### src/rtl/ysyx_23060208_ifu_prefetch_pkg.sv
// ysyx_23060208_ifu_prefetch_pkg: IFU fetch FSM encodings, AXI response codes and IFU->IDU bus width.
package ysyx_23060208_ifu_prefetch_pkg;

    typedef enum logic [1:0] {
        IFU_S_IDLE = 2'd0,
        IFU_S_AR   = 2'd1,
        IFU_S_R    = 2'd2
    } ifu_state_e;

    localparam logic [1:0] RESP_OKAY = 2'b00;

    // {pc, inst, fault}
    function automatic int ifu_to_idu_bus_w(input int aw, input int dw);
        return aw + dw + 1;
    endfunction

endpackage

### src/rtl/ysyx_23060208_ifu_prefetch_if.sv
// ysyx_23060208_ifu_prefetch_if: instruction SRAM read channel plus IFU->IDU valid/ready bus.
interface ysyx_23060208_ifu_prefetch_if #(
    parameter int ADDR_WIDTH = 32,
    parameter int DATA_WIDTH = 32
);

    logic [ADDR_WIDTH-1:0] araddr;
    logic                  arvalid;
    logic                  arready;
    logic [DATA_WIDTH-1:0] rdata;
    logic                  rvalid;
    logic [1:0]            rresp;
    logic                  rready;
    logic                  out_valid;
    logic                  out_ready;
    logic [ADDR_WIDTH-1:0] out_pc;
    logic [DATA_WIDTH-1:0] out_inst;
    logic                  out_fault;

    modport master (
        output araddr, arvalid, rready, out_valid, out_pc, out_inst, out_fault,
        input  arready, rdata, rvalid, rresp, out_ready
    );

    modport slave (
        input  araddr, arvalid, rready, out_valid, out_pc, out_inst, out_fault,
        output arready, rdata, rvalid, rresp, out_ready
    );

endinterface

### src/rtl/ysyx_23060208_ifu_fifo.sv
// ysyx_23060208_ifu_fifo: DEPTH x WIDTH synchronous FIFO with flush and occupancy count (DEPTH power of two).
module ysyx_23060208_ifu_fifo #(
    parameter int WIDTH = 8,
    parameter int DEPTH = 4
) (
    input  logic                     clk,
    input  logic                     rst,
    input  logic                     i_flush,
    input  logic                     i_push,
    input  logic [WIDTH-1:0]         i_data,
    input  logic                     i_pop,
    output logic [WIDTH-1:0]         o_data,
    output logic [$clog2(DEPTH):0]   o_count,
    output logic                     o_full,
    output logic                     o_empty
);

    localparam int AW = $clog2(DEPTH);
    localparam int CW = AW + 1;

    logic [WIDTH-1:0] r_mem [DEPTH];
    logic [AW-1:0]    r_rd;
    logic [AW-1:0]    r_wr;
    logic [CW-1:0]    r_count;
    logic             w_push;
    logic             w_pop;

    assign o_count = r_count;
    assign o_empty = r_count == '0;
    assign o_full  = r_count == CW'(DEPTH);
    assign o_data  = r_mem[r_rd];
    assign w_push  = i_push && !o_full;
    assign w_pop   = i_pop && !o_empty;

    // Storage is reset too so the head reads as zero out of reset.
    always_ff @(posedge clk or posedge rst) begin
        if (rst) begin
            r_rd    <= '0;
            r_wr    <= '0;
            r_count <= '0;
            for (int i = 0; i < DEPTH; i++) r_mem[i] <= '0;
        end else begin
            if (w_push && !i_flush) r_mem[r_wr] <= i_data;
            if (i_flush) begin
                r_rd    <= '0;
                r_wr    <= '0;
                r_count <= '0;
            end else begin
                r_wr    <= r_wr + AW'(w_push);
                r_rd    <= r_rd + AW'(w_pop);
                r_count <= r_count + CW'(w_push) - CW'(w_pop);
            end
        end
    end

endmodule

### src/rtl/ysyx_23060208_ifu_prefetch.sv
// ysyx_23060208_ifu_prefetch: run-ahead sequential IFU with prefetch FIFO and redirect flush/squash.
// Define IFU_PERF_CNT_EN to add fetch/stall/flush performance counter ports.
module ysyx_23060208_ifu_prefetch
    import ysyx_23060208_ifu_prefetch_pkg::*;
#(
    parameter int                    DATA_WIDTH = 32,
    parameter int                    ADDR_WIDTH = 32,
    parameter int                    DEPTH      = 4,
    parameter logic [ADDR_WIDTH-1:0] RESET_PC   = 32'h8000_0000,
    parameter int                    PC_STEP    = 4
) (
    input  logic                  clk,
    input  logic                  rst,
    input  logic                  i_redirect_valid,
    input  logic [ADDR_WIDTH-1:0] i_redirect_pc,
    ysyx_23060208_ifu_prefetch_if.master bus
`ifdef IFU_PERF_CNT_EN
    ,
    output logic [31:0]           o_perf_fetch_cnt,
    output logic [31:0]           o_perf_stall_cnt,
    output logic [31:0]           o_perf_flush_cnt
`endif
);

    localparam int CW = $clog2(DEPTH) + 1;
    localparam int BW = ifu_to_idu_bus_w(ADDR_WIDTH, DATA_WIDTH);

    ifu_state_e            r_state;
    ifu_state_e            w_state_nxt;
    logic [ADDR_WIDTH-1:0] r_fetch_pc;
    logic [ADDR_WIDTH-1:0] w_fetch_pc_nxt;
    logic [ADDR_WIDTH-1:0] r_araddr;
    logic [ADDR_WIDTH-1:0] w_araddr_nxt;
    logic                  r_stale;
    logic                  w_stale_nxt;
    logic                  r_halted;
    logic                  w_halt_nxt;
    logic                  w_ar_hs;
    logic                  w_r_hs;
    logic                  w_fault;
    logic                  w_push;
    logic                  w_pop;
    logic                  w_issue;
    logic                  w_full;
    logic                  w_empty;
    logic [CW-1:0]         w_count;
    logic [CW-1:0]         w_count_nxt;
    logic [BW-1:0]         w_head;

    assign w_ar_hs = r_state == IFU_S_AR && bus.arready;
    assign w_r_hs  = r_state == IFU_S_R && bus.rvalid;
    assign w_fault = bus.rresp != RESP_OKAY;
    assign w_push  = w_r_hs && !r_stale && !i_redirect_valid && !w_full;
    assign w_pop   = !w_empty && bus.out_ready;

    // Credit is judged on the occupancy after this cycle's push/pop so a
    // full FIFO never has a request outstanding whose data it cannot hold.
    assign w_count_nxt = i_redirect_valid ? '0 : w_count + CW'(w_push) - CW'(w_pop);
    assign w_halt_nxt  = i_redirect_valid ? 1'b0 : r_halted || (w_push && w_fault);
    assign w_issue     = w_count_nxt < CW'(DEPTH) && !w_halt_nxt;

    assign w_fetch_pc_nxt = i_redirect_valid ? i_redirect_pc :
                            (w_ar_hs && !r_stale) ? r_fetch_pc + ADDR_WIDTH'(PC_STEP) : r_fetch_pc;

    // Only the request already on the bus (AR, or R still waiting) turns stale;
    // a response completing this cycle leaves nothing in flight.
    assign w_stale_nxt = i_redirect_valid ? (r_state == IFU_S_AR || (r_state == IFU_S_R && !bus.rvalid)) :
                         w_r_hs ? 1'b0 : r_stale;

    always_comb begin
        w_state_nxt  = r_state;
        w_araddr_nxt = r_araddr;
        case (r_state)
            IFU_S_IDLE: w_state_nxt = w_issue ? IFU_S_AR : IFU_S_IDLE;
            IFU_S_AR:   w_state_nxt = bus.arready ? IFU_S_R : IFU_S_AR;
            IFU_S_R:    w_state_nxt = !bus.rvalid ? IFU_S_R : w_issue ? IFU_S_AR : IFU_S_IDLE;
            default:    w_state_nxt = IFU_S_IDLE;
        endcase
        if (w_state_nxt == IFU_S_AR && r_state != IFU_S_AR)
            w_araddr_nxt = i_redirect_valid ? i_redirect_pc : r_fetch_pc;
    end

    always_ff @(posedge clk or posedge rst) begin
        if (rst) r_state <= IFU_S_IDLE;
        else     r_state <= w_state_nxt;
    end

    always_ff @(posedge clk or posedge rst) begin
        if (rst) begin
            r_fetch_pc <= RESET_PC;
            r_araddr   <= '0;
            r_stale    <= 1'b0;
            r_halted   <= 1'b0;
        end else begin
            r_fetch_pc <= w_fetch_pc_nxt;
            r_araddr   <= w_araddr_nxt;
            r_stale    <= w_stale_nxt;
            r_halted   <= w_halt_nxt;
        end
    end

    assign bus.arvalid = r_state == IFU_S_AR;
    assign bus.araddr  = r_araddr;
    assign bus.rready  = r_state == IFU_S_R;

    ysyx_23060208_ifu_fifo #(
        .WIDTH (BW),
        .DEPTH (DEPTH)
    ) u_fifo (
        .clk     (clk),
        .rst     (rst),
        .i_flush (i_redirect_valid),
        .i_push  (w_push),
        .i_data  ({r_araddr, bus.rdata, w_fault}),
        .i_pop   (w_pop),
        .o_data  (w_head),
        .o_count (w_count),
        .o_full  (w_full),
        .o_empty (w_empty)
    );

    assign bus.out_valid = !w_empty;
    assign bus.out_pc    = w_head[BW-1 -: ADDR_WIDTH];
    assign bus.out_inst  = w_head[DATA_WIDTH:1];
    assign bus.out_fault = w_head[0];

`ifdef IFU_PERF_CNT_EN
    always_ff @(posedge clk or posedge rst) begin
        if (rst) begin
            o_perf_fetch_cnt <= '0;
            o_perf_stall_cnt <= '0;
            o_perf_flush_cnt <= '0;
        end else begin
            o_perf_fetch_cnt <= o_perf_fetch_cnt + 32'(w_push);
            o_perf_stall_cnt <= o_perf_stall_cnt + 32'(bus.out_ready && w_empty);
            o_perf_flush_cnt <= o_perf_flush_cnt + 32'(i_redirect_valid);
        end
    end
`endif

endmodule
### src/flat_wrapper.sv
// flat-port wrapper written by rule: the top's interface ports become plain ports
module ysyx_23060208_ifu_prefetch_flat import ysyx_23060208_ifu_prefetch_pkg::*;
#(
    parameter int                    DATA_WIDTH = 32,
    parameter int                    ADDR_WIDTH = 32,
    parameter int                    DEPTH      = 4,
    parameter logic [ADDR_WIDTH-1:0] RESET_PC   = 32'h8000_0000,
    parameter int                    PC_STEP    = 4
)
  (clk, rst, i_redirect_valid, i_redirect_pc, bus_araddr, bus_arvalid, bus_rready, bus_out_valid, bus_out_pc, bus_out_inst, bus_out_fault, bus_arready, bus_rdata, bus_rvalid, bus_rresp, bus_out_ready);
  ysyx_23060208_ifu_prefetch_if #(.ADDR_WIDTH(ADDR_WIDTH), .DATA_WIDTH(DATA_WIDTH)) bus_i ();
  input  logic clk;
  input  logic rst;
  input  logic i_redirect_valid;
  input  logic [ADDR_WIDTH-1:0] i_redirect_pc;
  output wire logic [$bits(bus_i.araddr)-1:0] bus_araddr;
  output wire logic [$bits(bus_i.arvalid)-1:0] bus_arvalid;
  output wire logic [$bits(bus_i.rready)-1:0] bus_rready;
  output wire logic [$bits(bus_i.out_valid)-1:0] bus_out_valid;
  output wire logic [$bits(bus_i.out_pc)-1:0] bus_out_pc;
  output wire logic [$bits(bus_i.out_inst)-1:0] bus_out_inst;
  output wire logic [$bits(bus_i.out_fault)-1:0] bus_out_fault;
  input wire logic [$bits(bus_i.arready)-1:0] bus_arready;
  input wire logic [$bits(bus_i.rdata)-1:0] bus_rdata;
  input wire logic [$bits(bus_i.rvalid)-1:0] bus_rvalid;
  input wire logic [$bits(bus_i.rresp)-1:0] bus_rresp;
  input wire logic [$bits(bus_i.out_ready)-1:0] bus_out_ready;
  assign bus_araddr = bus_i.araddr;
  assign bus_arvalid = bus_i.arvalid;
  assign bus_rready = bus_i.rready;
  assign bus_out_valid = bus_i.out_valid;
  assign bus_out_pc = bus_i.out_pc;
  assign bus_out_inst = bus_i.out_inst;
  assign bus_out_fault = bus_i.out_fault;
  assign bus_i.arready = bus_arready;
  assign bus_i.rdata = bus_rdata;
  assign bus_i.rvalid = bus_rvalid;
  assign bus_i.rresp = bus_rresp;
  assign bus_i.out_ready = bus_out_ready;
  ysyx_23060208_ifu_prefetch #(.DATA_WIDTH(DATA_WIDTH), .ADDR_WIDTH(ADDR_WIDTH), .DEPTH(DEPTH), .RESET_PC(RESET_PC), .PC_STEP(PC_STEP)) u_core (.clk(clk), .rst(rst), .i_redirect_valid(i_redirect_valid), .i_redirect_pc(i_redirect_pc), .bus(bus_i));
endmodule
### config.mk
export PLATFORM = sky130hd
export DESIGN_NAME = ysyx_23060208_ifu_prefetch_flat
export DESIGN_NICKNAME = d
export VERILOG_FILES = /design/src/rtl/ysyx_23060208_ifu_prefetch_pkg.sv /design/src/rtl/ysyx_23060208_ifu_prefetch_if.sv /design/src/rtl/ysyx_23060208_ifu_fifo.sv /design/src/rtl/ysyx_23060208_ifu_prefetch.sv /design/src/flat_wrapper.sv
export SDC_FILE = /design/constraint.sdc
export NUM_CORES = 1
export LEC_CHECK = 0
export ABC_AREA = 0
export CORE_MARGIN = 2
export CORE_UTILIZATION = 43
export CTS_CLUSTER_SIZE = 24
export DETAILED_ROUTE_END_ITERATION = 12
export HOLD_SLACK_MARGIN = 0.03
export PLACE_DENSITY = 0.76
export SETUP_SLACK_MARGIN = 0.05
export SYNTH_ARGS = -nofsm -noshare
export SYNTH_HDL_FRONTEND = slang
export SYNTH_SLANG_ARGS = --single-unit
### constraint.sdc
create_clock -name clk -period 33.9 [get_ports clk]
set_clock_uncertainty 0.05 [all_clocks]
set_input_delay 6.78 -clock clk [delete_from_list [all_inputs] [get_ports clk]]
set_output_delay 6.78 -clock clk [all_outputs]
set_load 0.005 [all_outputs]
* Word-level counts from Yosys, hierarchy flattened *
Index checks and enable logic that the tools add are counted.
W data, S select, Z words.

storage, ports and cells
  bits in registers = 335
  output and inout port bits = 100
  logic and storage cells = 78

operators by class
  magnitude comparators = 4
  equal/unequal tests = 5
  bitwise gates (word level) = 2
  reduce and logical (&&, ||, !) cells = 28
  mux-type cells = 20
  add/subtract/negate cells = 7

operators with widths
  kind                     count
  $bwmux W260              1
  $mux W65                 3
  $bmux W65 S2             1
  $demux W65 S2            1
  $mux W32                 3
  $add A32 B3 Y32 const B  1
  $logic_and A1 B1 Y1      15
  $mux W2                  4
  $add A3 B1 Y3            2
  $ge A3 B3 Y1 const B     2
  $logic_not A1 Y1         6
  $mux W3                  2
  $not A2 Y3               2
  $pmux W2 S3              1
  $reduce_bool A2 Y1       3
  $sub A3 B1 Y3            2
  $add A2 B1 Y2            2
  $eq A2 B1 Y1 const B     2
  $mux W1                  4
  $eq A3 B3 Y1 const B     1
  $logic_not A3 Y1         1
  $lt A3 B1 Y1 const B     1
  $lt A3 B3 Y1 const B     1
  $eq A2 B2 Y1 const B     1
  3 further kinds          4

* Longest topological paths before layout *
Gate-level depths: netlist (run 1).

  depth in word-level cells = 15
  depth in mapped cells = 11
  gate-level depth less buffers = 10

* Modules after synthesis *
A second synthesis (run 1) with hierarchy kept.

unflattened totals
  cell total of the unflattened synthesis = 1016
  area total of the unflattened synthesis = 15631.2 sq um

by module, submodules not included
  module                      cells each  area each (sq um)  times used
  ysyx_23060208_ifu_fifo      664         12006.5            1
  ysyx_23060208_ifu_prefetch  352         3624.7             1

* Worst setup path after synthesis (run 1) *
OpenSTA, ideal clock, no wires.

  path kind = input to register
  start point = input port bus_out_ready
  end point = register u_core.r_araddr[10], in the netlist u_core.bus.araddr[10]
  slack = 24.908 ns
  data arrival time = 8.817 ns
  setup time = 0.125 ns
  required time = 33.725 ns
  stages on the path = 10
  cell sequence = and2_1 ha_1 inv_1 ha_1 nor4b_1 a41oi_1 xnor2_1 o41ai_4 buf_6 mux2_2

between the ends
  word-level cells in the longest chain between the ends = 10

RTL lines
  element                  line                                                                text
  start: declaration       flat_wrapper.sv:27                                                  input wire logic [$bits(bus_i.out_ready)-1:0] bus_out_ready;
  $logic_and A1 B1 Y1 (*)  ysyx_23060208_ifu_prefetch.sv:54                                    assign w_pop = !w_empty && bus.out_ready;
  $sub A3 B1 Y3 (*)        ysyx_23060208_ifu_prefetch.sv:58                                    assign w_count_nxt = i_redirect_valid ? '0 : w_count + CW'(w_push) - CW'(w_pop);
  $mux W3 (*)              ysyx_23060208_ifu_prefetch.sv:58
  $lt A3 B3 Y1 (*)         ysyx_23060208_ifu_prefetch.sv:60                                    assign w_issue = w_count_nxt < CW'(DEPTH) && !w_halt_nxt;
  $logic_and A1 B1 Y1 (*)  ysyx_23060208_ifu_prefetch.sv:60
  $mux W1 (*)              ysyx_23060208_ifu_prefetch.sv:74, ysyx_23060208_ifu_prefetch.sv:76
  $mux W2                  ysyx_23060208_ifu_prefetch.sv:76                                    IFU_S_R: w_state_nxt = !bus.rvalid ? IFU_S_R : w_issue ? IFU_S_AR : IFU_S_IDLE;
  $pmux W2 S3 (*)          ysyx_23060208_ifu_prefetch.sv:73                                    case (r_state)
  $eq A2 B1 Y1 (*)         ysyx_23060208_ifu_prefetch.sv:79                                    if (w_state_nxt == IFU_S_AR && r_state != IFU_S_AR)
  $logic_and A1 B1 Y1 (*)  ysyx_23060208_ifu_prefetch.sv:79
  end signal: assignment   ysyx_23060208_ifu_prefetch.sv:96                                    r_araddr <= w_araddr_nxt;
  end: declaration         ysyx_23060208_ifu_prefetch.sv:32                                    logic [ADDR_WIDTH-1:0] r_araddr;

Every way passes the cells marked *; elsewhere a longest branch is shown, timed or not.
A chain may end at the register's enable or synchronous reset.

* Worst setup path in the final report (run 1) *
  start point = register u_core.u_fifo.r_rd[0]
  end point = output port bus_out_pc[10]

between the ends
  word-level cells in the longest chain between the ends = 4

RTL lines
  element                                      line                          text
  start: declaration                           ysyx_23060208_ifu_fifo.sv:22  logic [AW-1:0] r_rd;
  start signal: assignment                     ysyx_23060208_ifu_fifo.sv:50  r_rd <= r_rd + AW'(w_pop);
  $not A2 Y3 (implied by the code)             ysyx_23060208_ifu_fifo.sv:31  assign o_data = r_mem[r_rd];
  $bmux W65 S2                                 ysyx_23060208_ifu_fifo.sv:31
  $mux W65 (implied by the code) (2 in a row)  ysyx_23060208_ifu_fifo.sv:31
  end: declaration                             flat_wrapper.sv:20            output wire logic [$bits(bus_i.out_pc)-1:0] bus_out_pc;

No other way between the ends. The select of a mux whose other input is x is not followed.

==> results.tsv, run 1 <==
stage	metric	value	unit
critical_path	cp_slowest_cell	dfrtp_4	
clocking	cts_tree	yes	
sta	fin_setup_tns	0	ns
placement	dpl.hpwl	20.6	mm
synth	synth.distinct_cells	58	
routing	routed.top_layer	met5	
placement	io_buffers	171	
layout	fill_cells	2884	
synth	synth_top_area_cell	dfrtp_1	
sta	whs	0.429	ns
synth	ys.flop_type	dfrtp_1	
routing	wl_met1	14.2	mm
clocking	cts_buffer_depth	3	
status	outcome	finished clean	
floorplan	start_util	43.6	%
sta	slew_headroom	27.7	%
critical_path	crit_required	27.07	ns
routing	dr_wl_met3	2.02	mm
flow_run	maxCapViolations	0	
sta	setup_viol	0	
critical_path	cp-end-kind	primary output	
sta	finalMaxSlewViolations	0	
sta	max_freq	0.0994	GHz
routing	via_count	9108	
placement	gp_congestion	0.820	
floorplan	rows	68	
layout	drive_above_1_share	36.6	%
synth	ys_top_cells_by_count	dfrtp_1 (334), mux2_2 (291), mux4_2 (65), o21ai_0 (51), nand2_1 (44)	
synth	syn_area	15100	sq um
sta	fin_crit	10.06	ns
hold_path	hold_path.class	flop to flop	
routing	wl	32.9	mm
power_and_ir_drop	vdd_drop_max	0.0486	mV
synth	syn-num-nets	1106	
clocking	cts.repair.resized	0	
global_route	antenna_found_initial	4	
routing	antenna_left	0	
clocking	cts_buffers	39	
critical_path	crit_type	flop to primary output	
synth	syn_avg_cell_area	14.7	sq um
layout	utilization	53.2	%
power_and_ir_drop	cellLeakagePower	8.29	nW
critical_path	cp_cell_sequence	buf_4 -> mux4_2 -> clkdlybuf4s50_1	
global_route	grt_pass1_vias	9438	
synth	synth-async-reset-ratio	100	%
sta	min_period_over_period	29.7	%
floorplan	core_area	34500	sq um
clocking	post-cts-setup-buffers	0	
critical_path	cp-start-kind	flop	
sta	worst_pin_slew	1.09	ns
synth	yosysWarnings	0	
routing	wl_met2	16.0	mm
clocking	hold_buffers	0	
clocking	clock-root-buffer	clkbuf_16	
global_route	grt_pass1_wl	52.2	mm
routing	drt-initial-drc-count	396	
sta	finalHoldViolations	0	
synth	ys_top_cells_by_area	dfrtp_1 (56%), mux2_2 (22%), mux4_2 (9.7%)	
power_and_ir_drop	p_per_area	68.6	nW/um^2
synth	seq_area_frac_synth	55.7	%
routing	drcViolationCount	0	
synth	syn_inst	1026	
layout	layout.nets	1271	
synth	synth_edf_count	0	
floorplan	chipHeight	191	um
routing	drt-vias-per-instance	5.44	
clocking	clock_latency	0.53	ns
global_route	overflow	0	
sta	rsz0062_at_grt	false	
floorplan	chipWidth	191	um
clocking	cts.sinks	335	
critical_path	cp_max_fo	43	
global_route	gr-usage-all-layers	18.2	%
routing	wl_per_cell	19.7	um
routing	dr.pass1.iters	5	
floorplan	dieArea	36500	sq um
layout	syn_to_final_growth	22.2	%
clocking	clkTransAtPathRegs	0.06	ns
clocking	htreeDepth	2	
critical_path	cp.arrival	3.23	ns
synth	yosysTopAreaCellShare	55.5	%
synth	yosysMostFrequentCell	dfrtp_1	
synth	synth_seq_cells	335	
critical_path	cpPeakStageDelay	1.04	ns
global_route	grt_start_max_net_pins	171	
floorplan	pin_count	172	
-- final timing paths --
path | endpoint | slack [ns] | depth (start not counted) | start
worst max register to register | u_core.bus.araddr[17] | 30.51 | 11 | u_core.u_fifo.o_count[2]
worst max-delay path | bus_out_pc[10] | 23.84 | 3 | u_core.u_fifo.r_rd[0]
max in group asynchronous | u_core.u_fifo.r_mem[152] | 25.62 | 3 | rst
worst min-delay path | u_core.u_fifo.r_mem[124] | 0.43 | 2 | u_core.u_fifo.r_mem[124]
min in group asynchronous | u_core.u_fifo.r_mem[132] | 6.69 | 2 | rst
worst min register to register | u_core.u_fifo.r_mem[124] | 0.43 | 2 | u_core.u_fifo.r_mem[124]
-- worst max-delay path, delay by kind of cell, from the launching register on --
kind / cells / cell delay (ns)
buf+inv: 2 / 1.05
flops: 1 / 1.04
mux: 1 / 0.58
-- cells in the final DEF (no fill, tap or decap), drive strengths merged, types with 3 or more instances in the layout --
cell,synthesis,final
nor2b,7,7
nor3,11,11
xnor2,27,27
o21ai,51,51
mux4,65,65
nand2,44,44
buf,42,15
a21oi,4,4
inv,33,33
dfrtp,334,334
a211oi,3,3
nand4,9,9
mux2,291,291
and3,3,3
nand3,9,9
nand2b,3,3
nor2,16,16
clkbuf,18,57
and2,4,4
clkinv,0,7
clkdlybuf4s50,0,170
nor4,7,7
ha,7,7
-- cell type report --
cell class	count	area (sq um)	share of cell area, %
tap	455	569	3.10
timing repair buffer	185	1820	9.92
inverter	33	131	0.714
multi-input combinational	597	6260	34.0
clock inverter	10	106	0.578
sequential	335	8390	45.6
antenna	1	2.50	0.0136
clock buffer	57	1110	6.01
-- kinds of logic after synthesis --
logic type / count (synthesis) / synth area share, %
and+or+nand+nor: 135 / 4.80
DFF: 335 / 55.7
AOI/OAI and AO/OA: 70 / 2.79
xor gates and xnor gates: 27 / 1.57
buffers and inverters: 94 / 2.88
muxes: 357 / 31.6
adders and majority gates: 8 / 0.715
-- state kept, by name, summed over array words and instances (netlist names) --
register,flops
u_core.bus.araddr,32
u_core.r_halted,1
u_core.r_stale,1
u_core.u_fifo.r_rd,2
u_core.u_fifo.r_wr,2
u_core.r_fetch_pc,32
u_core.r_state,2
u_core.u_fifo.r_mem,260
u_core.u_fifo.o_count,3
-- metrics by stage --
| stage | power, W | worst slack (ns) | instances | instance area [sq um] |
|---|---|---|---|---|
| floorplan | 0.000709 | 17.79 | 1026 | 15100 |
| global placement | 0.000867 | 24.24 | 1605 | 17200 |
| detailed placement | 0.000875 | 24.18 | 1605 | 17200 |
| CTS | 0.00128 | 23.69 | 1672 | 18400 |
| global route | 0.00133 | 23.56 | 1672 | 18400 |
| finish | 0.00126 | 23.84 | 1673 | 18400 |
-- power by group --
group / internal [W] / switching (W) / total [W] / leakage [nW]
Combinational: 0.000219 / 0.000111 / 0.000330 / 3.22
Sequential: 0.000457 / 0.0000743 / 0.000531 / 4.49
Clock: 0.000241 / 0.000159 / 0.000400 / 0.592
Total: 0.000918 / 0.000344 / 0.00126 / 8.29
-- metal layers --
metal  vias to the layer above  GRT usage, %
met5                         -             0
met2                       203          30.1
met1                      4778          24.2
met3                        47          4.30
met4                         8          4.59
li1                       4072             -
Note: power is estimated with default switching activity, not from simulation.
==> run 2, diff against run 1 <==
- PLACE_DENSITY: 0.76 -> 0.78
- clock period: 33.9 -> 8.4 ns (I/O delays scaled with it)
==> results.tsv, run 2 (same netlist as run 1, synthesis figures left out) <==
stage	metric	value	unit
status	outcome	finished clean	
global_route	gr-usage-all-layers	18.2	%
routing	drt-vias-per-instance	5.41	
sta	worst_pin_slew	1.13	ns
routing	via_count	9045	
clocking	cts_tree	yes	
power_and_ir_drop	p_clk_share	32.4	%
clocking	cts_buffer_depth	3	
layout	fill_cells	2856	
layout	utilization	53.4	%
placement	gp_congestion	0.786	
clocking	cts_buffers	39	
routing	drcViolationCount	0	
sta	max_freq	0.202	GHz
clocking	hold_buffers	0	
power_and_ir_drop	power_frac_comb	26.4	%
global_route	antenna_found_initial	5	
sta	finalHoldViolations	0	
placement	io_buffers	171	
critical_path	cp_slowest_cell	dfrtp_4	
flow_run	maxCapViolations	0	
hold_path	hold_path.class	flop to flop	
floorplan	chipHeight	191	um
power_and_ir_drop	cellLeakagePower	8.32	nW
sta	fin_setup_tns	0	ns
clocking	post-cts-setup-buffers	0	
floorplan	pin_count	172	
layout	largest_reg_flops	260	
routing	wl	32.3	mm
layout	multi_input_area	6260	sq um
sta	rsz0062_at_grt	false	
floorplan	core_area	34500	sq um
clocking	clock_latency	0.54	ns
layout	regArea	8390	sq um
clocking	htreeDepth	2	
routing	wl_per_cell	19.3	um
power_and_ir_drop	switching_share	27.3	%
layout	layout.nets	1269	
power_and_ir_drop	vdd_drop_max	0.181	mV
routing	antenna_left	0	
floorplan	start_util	43.6	%
layout	layout_common_cells	dfrtp_1 (332), mux2_2 (291), clkdlybuf4s50_1 (170)	
critical_path	cpPeakStageDelay	0.78	ns
power_and_ir_drop	p_per_area	279	nW/um^2
power_and_ir_drop	power	0.00515	W
clocking	cts.sinks	335	
critical_path	cp.arrival	3.22	ns
global_route	overflow	0	
global_route	grt_pass1_vias	9580	
global_route	grt_start_max_net_pins	181	
layout	largest_register	u_core.u_fifo.r_mem	
power_and_ir_drop	p_switching	0.00141	W
sta	setup_viol	0	
floorplan	dieArea	36500	sq um
layout	drive_above_1_share	37.0	%
routing	dr.pass1.iters	5	
power_and_ir_drop	power_frac_seq	41.2	%
critical_path	r2r_setup_slack	4.95	ns
placement	dpl.hpwl	19.7	mm
global_route	grt_pass1_wl	52.4	mm
sta	whs	0.434	ns
critical_path	crit_required	6.67	ns
layout	layout.cells.most_common	dfrtp_1	
sta	fin_crit	4.95	ns
critical_path	crit_type	flop to primary output	
sta	slew_headroom	24.5	%
critical_path	cp_cell_sequence	buf_4 -> mux4_2 -> clkdlybuf4s50_1	
floorplan	rows	68	
sta	finalMaxSlewViolations	0	
clocking	cts.repair.resized	0	
routing	drt-initial-drc-count	364	
power_and_ir_drop	internal_power	0.00375	W
critical_path	cp-start-kind	flop	
critical_path	cp_max_fo	40	
clocking	clkTransAtPathRegs	0.05	ns
critical_path	cp-end-kind	primary output	
sta	min_period_over_period	59.0	%
layout	syn_to_final_growth	22.6	%
floorplan	chipWidth	191	um
clocking	clock-root-buffer	clkbuf_16	
==> run 2: cell types whose count changed in the layout (fill, tap and decap cells not counted), moves of 2 or more <==
| cell | previous run | this run |
|---|---|---|
| clkbuf_1 | 14 | 9 |
| inv_6 | 0 | 2 |
| clkbuf_8 | 2 | 9 |
| buf_4 | 13 | 10 |
==> run 2: cell type report <==
| type | count | share of cell area, % |
|---|---|---|
| Antenna cell | 2 | 0.0271 |
| Clock buffer | 58 | 6.28 |
| Clock inverter | 10 | 0.644 |
| Inverter | 33 | 0.692 |
| Multi-Input combinational cell | 597 | 33.9 |
| Sequential cell | 335 | 45.5 |
| Tap cell | 455 | 3.09 |
| Timing Repair Buffer | 183 | 9.87 |
==> run 2: per-layer routing <==
metal  part of all wire [%]  global-route usage [%]  vias up
met2                     48                    29.6      201
met4                    1.5                    4.53        4
met5                  0.093                       0        -
met3                    6.0                    4.63       45
li1                       -                       -     4068
met1                     44                    24.4     4727
==> run 2: worst paths after layout <==
path	from	to	cells after the start
max in group asynchronous	rst	u_core.u_fifo.r_mem[173]	3
min in group asynchronous	rst	u_core.u_fifo.r_mem[188]	2
setup / recovery	u_core.u_fifo.r_rd[0]	bus_out_pc[27]	3
hold reg to reg	u_core.u_fifo.r_mem[65]	u_core.u_fifo.r_mem[65]	2
hold / removal	u_core.u_fifo.r_mem[65]	u_core.u_fifo.r_mem[65]	2
setup reg to reg	u_core.u_fifo.o_count[2]	u_core.bus.araddr[31]	11
==> run 2: through the flow <==
step / setup WS (ns) / instances / instance area [sq um]
final: 3.45 / 1673 / 18500
after global routing: 3.16 / 1671 / 18400
after CTS: 3.26 / 1671 / 18400
after detailed placement: 3.65 / 1603 / 17200
after global placement: 3.71 / 1603 / 17200
after floorplan: 2.19 / 1026 / 15100
==> run 2: worst max-delay path: cells and delay by family (launching register included) <==
kind / cells / cell delay, ns
buffers and inverters: 2 / 1.23
flip-flops: 1 / 0.78
multiplexers: 1 / 0.63
==> run 2: power groups by stage <==
stage / sequential, W / clock (W) / combinational [W]
6_report: 0.00212 / 0.00167 / 0.00136
5_1_grt: 0.00217 / 0.00178 / 0.00147
4_1_cts: 0.00213 / 0.00172 / 0.00139
3_5_place_dp: 0.00216 / 0 / 0.00138
3_3_place_gp: 0.00214 / 0 / 0.00136
2_1_floorplan: 0.00202 / 0 / 0.000842
==> run 3, diff against run 2 <==
- clock period: 8.4 -> 4.4 ns (I/O delays scaled with it)
==> results.tsv, run 3 (same netlist as run 1, synthesis figures left out) <==
stage	metric	value	unit
status	outcome	finished clean	
power_and_ir_drop	cellLeakagePower	8.38	nW
critical_path	r2r_end	u_core.bus.araddr[29]	
global_route	grt_pass1_vias	9927	
clocking	clock_latency	0.54	ns
clocking	cts_buffer_depth	3	
sta	rsz0062_at_grt	false	
placement	dp_cells	1614	
layout	layoutNonFillerInstCount	1686	
placement	dpl.hpwl	21.5	mm
critical_path	cpPeakStageDelay	0.57	ns
hold_path	min_path_cells	2	
sta	setup_ws	0.960	ns
floorplan	dieArea	36500	sq um
routing	drcViolationCount	0	
clocking	htreeDepth	2	
routing	via_count	9098	
layout	layout.cells.most_common	dfrtp_1	
flow_run	maxCapViolations	0	
power_and_ir_drop	vdd_drop_max	0.384	mV
critical_path	crit_type	flop to primary output	
routing	wl	33.7	mm
clocking	cts.sinks	335	
critical_path	cp_max_fo	24	
global_route	grt_pass1_wl	54.0	mm
layout	largest_register	u_core.u_fifo.r_mem	
sta	slew_headroom	48.5	%
placement	io_buffers	171	
routing	wl_per_cell	20.0	um
global_route	overflow	0	
sta	max_freq	0.291	GHz
routing	dr.pass1.iters	6	
floorplan	pin_count	172	
global_route	gr-usage-all-layers	18.9	%
critical_path	cp_cell_sequence	buf_4 -> mux4_2 -> clkdlybuf4s50_1	
layout	layout.nets	1279	
critical_path	cp_slowest_cell	mux4_2	
sta	worst_pin_slew	0.771	ns
critical_path	crit_required	3.47	ns
clocking	post-cts-setup-buffers	0	
sta	finalMaxSlewViolations	0	
floorplan	chipHeight	191	um
floorplan	chipWidth	191	um
routing	drt-initial-drc-count	462	
placement	pre_cts_slack	0.600	ns
critical_path	cp-end-kind	primary output	
power_and_ir_drop	power	0.00986	W
hold_path	hold_path.class	flop to flop	
clocking	clock-root-buffer	clkbuf_16	
layout	syn_to_final_growth	23.5	%
critical_path	reg2regPathDepth	11	
critical_path	cp-start-kind	flop	
floorplan	core_area	34500	sq um
floorplan	start_util	43.6	%
sta	whs	0.430	ns
layout	layout_common_cells	dfrtp_1 (332), mux2_2 (291), clkdlybuf4s50_1 (170)	
critical_path	r2r_setup_slack	1.21	ns
critical_path	crit_family	buffers and inverters	
layout	drive_above_1_share	37.8	%
hold_path	min_from	u_core.u_fifo.r_mem[0]	
hold_path	hold_end	u_core.u_fifo.r_mem[0]	
layout	largest_reg_flops	260	
sta	fin_crit	3.44	ns
critical_path	cp.depth	3	
routing	antenna_left	0	
clocking	cts_buffers	38	
sta	finalHoldViolations	0	
routing	drt-vias-per-instance	5.40	
global_route	antenna_found_initial	3	
clocking	cts.repair.resized	0	
clocking	hold_buffers	0	
clocking	cts_tree	yes	
critical_path	r2r-start	u_core.u_fifo.o_count[2]	
floorplan	rows	68	
critical_path	cp.arrival	2.51	ns
placement	gp_congestion	0.826	
clocking	clkTransAtPathRegs	0.06	ns
sta	min_period_over_period	78.2	%
critical_path	crit_buf_inv	2	
global_route	grt_start_max_net_pins	113	
power_and_ir_drop	p_per_area	531	nW/um^2
sta	setup_viol	0	
[run 3: cell types whose count changed in the layout (fill, tap and decap cells not counted), sizes merged]
| cell | delta |
|---|---|
| buf | +11 |
| diode | +1 |
| clkbuf | -4 |
| clkinv | +1 |
| clkinvlp | +4 |
[run 3: per-layer routing]
layer / share of wire (%) / global-route usage [%] / vias up
li1: - / - / 4100
met3: 6.9 / 4.98 / 57
met1: 43 / 24.7 / 4724
met2: 47 / 31.1 / 215
met5: 0.056 / 0 / -
met4: 2.1 / 5.80 / 2
[run 3: area by class of cell]
| type | count | area, sq um |
|---|---|---|
| fill | 2870 | 16000 |
| sequential | 335 | 8390 |
| multi-input combinational | 597 | 6260 |
| timing repair buffer | 194 | 1980 |
| clock buffer | 54 | 1100 |
| tap | 455 | 569 |
| clock inverter | 15 | 154 |
| inverter | 33 | 128 |
| antenna | 3 | 7.51 |
[run 3: power by group]
part | total (W) | switching (W) | internal [W]
Clock | 0.00314 | 0.00127 | 0.00187
Combinational | 0.00275 | 0.00102 | 0.00173
Sequential | 0.00398 | 0.000452 | 0.00352
[run 3: per-stage QoR]
stage                     setup TNS, ns  area, sq um  util, %
after floorplan                 -335.93        15100        -
after global placement                0        17300     50.2
after detailed placement              0        17300     50.2
after CTS                             0        18600     53.8
after global routing                  0        18600     53.8
final                                 0        18600     53.8
[run 3: worst register-to-register path: stages (launching register included)]
cell and delay (ns):
dfrtp_1 0.39, or3_2 0.50, and2_1 0.21, ha_1 0.19, inv_1 0.05, ha_1 0.21, nor4b_1 0.14, a41oi_1 0.25
xnor2_1 0.16, o41ai_4 0.23, buf_4 0.31, mux2_2 0.38
[run 3: how the worst max path moves through the flow]
stage,startpoint,endpoint
2_1_floorplan,rst,u_core.bus.araddr[0]
3_3_place_gp,bus_out_ready,u_core.bus.araddr[15]
3_5_place_dp,bus_out_ready,u_core.bus.araddr[20]
4_1_cts,u_core.u_fifo.r_rd[0],bus_out_pc[9]
5_1_grt,u_core.u_fifo.r_rd[0],bus_out_pc[26]
6_report,u_core.u_fifo.r_rd[0],bus_out_pc[26]
